## config.mk

```make
export PLATFORM = sky130hd
export DESIGN_NAME = imem_loader
export DESIGN_NICKNAME = d
export VERILOG_FILES = /design/src/rtl/imem_loader.sv
export SDC_FILE = /design/constraint.sdc
export NUM_CORES = 1
export LEC_CHECK = 0
export ABC_AREA = 0
export CAP_MARGIN = 20
export CORE_MARGIN = 3
export CORE_UTILIZATION = 54
export CTS_CLUSTER_SIZE = 10
export DETAILED_ROUTE_END_ITERATION = 10
export GPL_ROUTABILITY_DRIVEN = 0
export PLACE_DENSITY = 0.76
export SLEW_MARGIN = 20
export SYNTH_ARGS = -nofsm -noshare
export SYNTH_HDL_FRONTEND = slang
export SYNTH_SLANG_ARGS = --single-unit
```

## constraint.sdc

```tcl
create_clock -name clk_i -period 7.5 [get_ports clk_i]
set_input_delay 1.875 -clock clk_i [delete_from_list [all_inputs] [get_ports clk_i]]
set_output_delay 1.875 -clock clk_i [all_outputs]
set_load 0.05 [all_outputs]
```

## src/rtl/imem_loader.sv

```systemverilog
// imem_loader: byte-stream program loader writing little-endian words into instruction memory
module imem_loader #(
    parameter int RegBits  = 32,
    parameter int AddrBits = 15
) (
    input  logic                clk_i,
    input  logic                rst_ni,
    input  logic                start_i,
    input  logic                byte_valid_i,
    input  logic [7:0]          byte_i,
    output logic                byte_ready_o,
    output logic                we_o,
    output logic [AddrBits-1:0] wa_o,
    output logic [RegBits-1:0]  wd_o,
    output logic                busy_o,
    output logic                hold_cpu_o,
    output logic                done_o,
    output logic                error_o
);
    localparam int BPW = RegBits / 8;

    typedef enum logic [2:0] {IDLE, LEN, DATA, CSUM, DONE, ERR} state_t;

    state_t              state_q, state_d;
    logic [7:0]          cnt_q, acc_q;
    logic [31:0]         n_q, n_full;
    logic [AddrBits:0]   addr_q;
    logic [RegBits-1:0]  asm_q, asm_d;
    logic                accept, start_ok, word_end, last_word, over;

    if (BPW == 1) begin : g_one
        assign asm_d = byte_i;
    end else begin : g_multi
        assign asm_d = {byte_i, asm_q[RegBits-1:8]};
    end

    assign busy_o       = state_q inside {LEN, DATA, CSUM};
    assign byte_ready_o = busy_o;
    assign hold_cpu_o   = busy_o;
    assign done_o       = state_q == DONE;
    assign error_o      = state_q == ERR;
    assign accept       = byte_valid_i && byte_ready_o;
    assign start_ok     = start_i && (state_q inside {IDLE, DONE, ERR});
    assign n_full       = {byte_i, n_q[31:8]};
    assign over         = {1'b0, n_full} > (33'd1 << AddrBits);
    assign word_end     = cnt_q == 8'(BPW - 1);
    // address counter is one bit wider so a full-memory image can be counted
    assign last_word    = 32'(addr_q) + 32'd1 == n_q;

    always_comb begin
        state_d = state_q;
        case (state_q)
            IDLE, DONE, ERR: state_d = start_i ? LEN : state_q;
            LEN:  if (accept && cnt_q == 8'd3) state_d = over ? ERR : (n_full == '0 ? CSUM : DATA);
            DATA: if (accept && word_end && last_word) state_d = CSUM;
            CSUM: if (accept) state_d = byte_i == acc_q ? DONE : ERR;
            default: state_d = IDLE;
        endcase
    end

    always_ff @(posedge clk_i) begin
        if (!rst_ni) state_q <= IDLE;
        else         state_q <= state_d;
    end

    always_ff @(posedge clk_i) begin
        if (!rst_ni) begin
            cnt_q  <= '0;
            acc_q  <= '0;
            n_q    <= '0;
            addr_q <= '0;
            asm_q  <= '0;
            we_o   <= 1'b0;
            wa_o   <= '0;
            wd_o   <= '0;
        end else begin
            we_o <= 1'b0;
            if (start_ok) begin
                cnt_q  <= '0;
                acc_q  <= '0;
                n_q    <= '0;
                addr_q <= '0;
            end else if (accept && state_q == LEN) begin
                n_q   <= n_full;
                cnt_q <= cnt_q == 8'd3 ? '0 : cnt_q + 8'd1;
            end else if (accept && state_q == DATA) begin
                asm_q <= asm_d;
                acc_q <= acc_q + byte_i;
                cnt_q <= word_end ? '0 : cnt_q + 8'd1;
                if (word_end) begin
                    we_o   <= 1'b1;
                    wa_o   <= addr_q[AddrBits-1:0];
                    wd_o   <= asm_d;
                    addr_q <= addr_q + 1'b1;
                end
            end
        end
    end
endmodule

```

==> impl_results.md <==
* Result of the run: completed
* Worst setup path class: in2reg
* Multiplexer share of the synthesized area at less than 1%
* Number of synthesized register bits at 139
* Total number of placement rows at 38
* Level count of the clock H-tree at 4
* First-pass iteration count of the detailed router at 6
* End point of the worst hold path: wd_o[8]$_SDFFE_PN0P_
* Share of the clock period used by the worst path after layout at 52.8%
* Post-synthesis net count at 805
* Pin count of the biggest net entering global routing at just over 80
* Area of the core at 0.0111 sq mm
* Predominant post-synthesis flop cell: sky130_fd_sc_hd__dfxtp_1
* Worst slack after detailed placement at 2.67 ns
* Number of hold-repair buffers added at the cts stage at 0
* Vias after detailed routing at 5,472
* Number of antenna violations at the first check in global routing at 0
* Final critical path time including I/O delays and setup at 3.96 ns
* Upper clock frequency limit at 253 MHz
* Capture instance of the worst register-to-register path: state_q[1]$_SDFFE_PN0P_
* Most common cell in the synthesized netlist: sky130_fd_sc_hd__nand2_1
* Synth cell types at 57
* Number of input and output port buffers inserted at 64
* Count of flip-flops with a built-in enable after synthesis at 0
* Top area cells in the synthesized netlist: sky130_fd_sc_hd__dfxtp_1 (45%), sky130_fd_sc_hd__nand2_1 (13%), sky130_fd_sc_hd__a21boi_0 (6.0%)
* Clock group share of total power at 44.0%
* Final setup viols at 0
* Pin slew with the least headroom to its limit at between 0.9 and 1 ns
* Layout filler cell count at 897
* Number of warnings issued by yosys at 0
* Final #Nets at 839
* Flop-to-flop setup slack at 4.42 ns
* Reg2Reg Depth at 8
* GR Overflow Total at 0
* DP HPWL at 10,000 um
* DRC viols at 0
* Tightest Hold Check Type: reg2reg
* Type of origin of the critical path: primary input
* CP delay by family, top: compound AO/OA/AOI/OAI gates
* Complex-gate fraction of the synthesized area at 14.5%
* Full die area at 0.0129 sq mm
* Sum Neg Setup Slack at 0 ns
* Hold-critical path depth at 2
* Detailed Route WL at roughly 15,000 um
* Number of max-slew violations in the final report at 0
* Start of the worst register-to-register path: addr_q[0]$_SDFFE_PP0P_
* Global-route total usage across every layer at between 20% and 30%
* Cell taking the most area after synthesis: sky130_fd_sc_hd__dfxtp_1
* Effective utilization at floorplan at a little under three fifths
* Net Sw Power at 0.530 mW
* Top post-synthesis cells by count: sky130_fd_sc_hd__nand2_1 (217), sky130_fd_sc_hd__dfxtp_1 (139), sky130_fd_sc_hd__nand3_1 (60)
* Headroom to the max-slew limit at 39.8%
* Number of gates resized after CTS at 0
* Syn avg cell area at 7.98 sq um
* Clock tree from TritonCTS: yes
* Share of post-route cells with drive strength above 1 at 6.27%
* TritonCTS buffer count at 17
* Share of synthesized registers carrying an async set or reset at 0%
* Growth of design area from synthesis to finish at 20.0%
* Critical Path Slowest Stage Cell: sky130_fd_sc_hd__a2111oi_0
* Insertion delay of the later-clocked pin in the worst-skew pair at 0.43 ns
* XOR/XNOR share of the synthesized area at 6.03%
* Setup repair after global routing missed its margin: no
* Basic-gate share of the synthesized area counting and, or, nand and nor cells at about 28%
* Top-area cell type share of the netlist area at about 45%
* Slack of the critical path at approximately 3.5 ns
* Wirelength per Cell at 15.6 um
* Static Leak at 2.63 nW
* Sink count of the clock tree at 139
* Global-route wire length before repair at between 20,000 and 30,000 um
* Clock transition time at the flip-flop clock pins of the worst setup and hold paths at 0.06 ns
* Cells after synthesis at 783
* Multi-input gate area in the final layout at 0.00321 sq mm
* Proportion of total power due to net switching at 27.9%
* Number of vias per cell after detailed routing at 5.64
* Portion of total power attributed to sequential cells at 40.9%
* Drt first-iter violations at 456
* Maximum clock skew at final layout at 0.00810 ns
* Synth Area in Adders at 2.12%
* Maximum buffer depth of the clock tree at 2
* Cells traversed along the worst timing path: clkdlybuf4s50_1 -> ha_1 -> a21o_1 -> a21oi_1 -> o21ai_0 -> a2111oi_0 -> nor4_1 -> o21ai_0 -> o31ai_1
* Clock tree root driver cell: sky130_fd_sc_hd__clkbuf_16
* Required arrival time at the worst endpoint at around 8 ns
* Internal cell power at 1.37 mW
* Max-cap violations at 0
* Dominant combinational cell family by area after synthesis: simple AND/OR/NAND/NOR gates
* Top Ports at 65
* Data arrival time at the worst-slack endpoint at 4.26 ns
* Post-synthesis instance area at 0.00624 sq mm
* Portion of the post-synthesis area used by sequential elements at roughly 45%
* DIE WIDTH at 114 um
* Post-CTS Setup Repair Bufs at 0
* Antenna fix cells at 0
* Area of all sequential standard cells at 0.00278 sq mm
* Critical path's largest stage delay at between 0.5 and 0.6 ns
* Hold Worst Slack at approximately 0.46 ns
* Power density of the placed cells at 253 mW/mm^2
* Cell total after placement at roughly 940
* Hold path startpoint: wd_o[8]$_SDFFE_PN0P_
* Die height at ~110 um
* Count of buffer and inverter cells on the critical path at 1
* Number of routed nets with antenna violations at 0
* Worst IR drop on VDD at 0.000309 V
* Most used cell, CP: sky130_fd_sc_hd__o21ai_0
* Biggest fanout along the worst timing path at 5
* Via count of the first global-routing pass at 5,204
* Number of failing hold endpoints at the final stage at 0
* Portion of total power attributed to combinational logic at approximately 15%
* Final instance count without filler cells at between 900 and 1,000
* Kind of capture point of the worst setup path: flop
## worst min-delay path, delay by kind of cell, from the launching register on
family	cells	cell delay, ns
AND/OR/NAND/NOR	2	0.11
flip-flops	1	0.31
## stage by stage
stage                     power [mW]  utilization (%)  cell area [sq um]
after floorplan                 1.00                -               6240
after global placement          1.07             62.3               6900
after detailed placement        1.07             62.3               6900
after CTS                       1.90             67.7               7490
after global routing            1.96             67.7               7500
final                           1.90             67.7               7500
## state kept, by name (all words and copies together) (netlist names)
name and count:
addr_q 16, state_q 3, cnt_q 8, acc_q 8, wd_o 32, asm_q 24
wa_o 15, we_o 1, n_q 32
## metal layers
layer | GRT usage [%] | wire length (um)
met4 | 10.9 | 401
met1 | 31.3 | 6830
met3 | 6.05 | 713
met5 | 0 | 0
met2 | 38.4 | 7190
## how the worst max path moves through the flow
stage,cells after the start,startpoint,endpoint
6_report,9,byte_i[1],acc_q[7]$_SDFFE_PP0P_
4_1_cts,6,byte_valid_i,addr_q[5]$_SDFFE_PP0P_
3_5_place_dp,6,byte_valid_i,addr_q[5]$_SDFFE_PP0P_
3_3_place_gp,6,byte_valid_i,addr_q[5]$_SDFFE_PP0P_
2_1_floorplan,8,byte_i[1],acc_q[7]$_SDFFE_PP0P_
5_1_grt,9,byte_i[1],acc_q[7]$_SDFFE_PP0P_
## power groups by stage
stage                     Combinational [mW]  Clock (mW)  Sequential (mW)
after floorplan                        0.214           0            0.786
after global placement                 0.279           0            0.790
after detailed placement               0.283           0            0.792
after CTS                              0.285       0.842            0.776
after global routing                   0.312       0.873            0.779
final                                  0.286       0.835            0.777
## area by class of cell
class | instances | share of cell area (%)
clock buffers | 26 | 6.79
inverters | 12 | 0.601
well taps | 140 | 2.34
clock inverters | 6 | 1.12
multi-input cells | 576 | 42.8
flip-flops and latches | 139 | 37.1
repair buffers | 71 | 9.18
## layout by cell type (no fill, tap or decap), types with 4 or more instances in the layout
master,netlist,final
sky130_fd_sc_hd__inv_1,12,12
sky130_fd_sc_hd__buf_4,2,7
sky130_fd_sc_hd__a21boi_0,50,50
sky130_fd_sc_hd__clkbuf_8,0,5
sky130_fd_sc_hd__ha_1,9,9
sky130_fd_sc_hd__or3_1,7,7
sky130_fd_sc_hd__clkdlybuf4s50_1,0,63
sky130_fd_sc_hd__nor4_1,12,12
sky130_fd_sc_hd__xor2_1,20,20
sky130_fd_sc_hd__nor2b_1,4,4
sky130_fd_sc_hd__nor2_1,38,37
sky130_fd_sc_hd__dfxtp_1,139,139
sky130_fd_sc_hd__nand4_1,7,7
sky130_fd_sc_hd__clkbuf_1,40,4
sky130_fd_sc_hd__a21oi_1,49,49
sky130_fd_sc_hd__o21ai_0,12,12
sky130_fd_sc_hd__xnor2_1,23,23
sky130_fd_sc_hd__nor3_1,12,12
sky130_fd_sc_hd__and3_1,4,4
sky130_fd_sc_hd__clkbuf_16,0,17
sky130_fd_sc_hd__nand2_1,217,217
sky130_fd_sc_hd__nand3_1,60,59
sky130_fd_sc_hd__a31oi_1,4,4
## kinds of logic after synthesis
logic type,count (synthesis)
adders and majority gates,10
and+or+nand+nor,380
buffers and inverters,68
AOI/OAI and AO/OA,140
DFF,139
xor gates and xnor gates,43
muxes,3
Power figures use the tool's default switching activity.
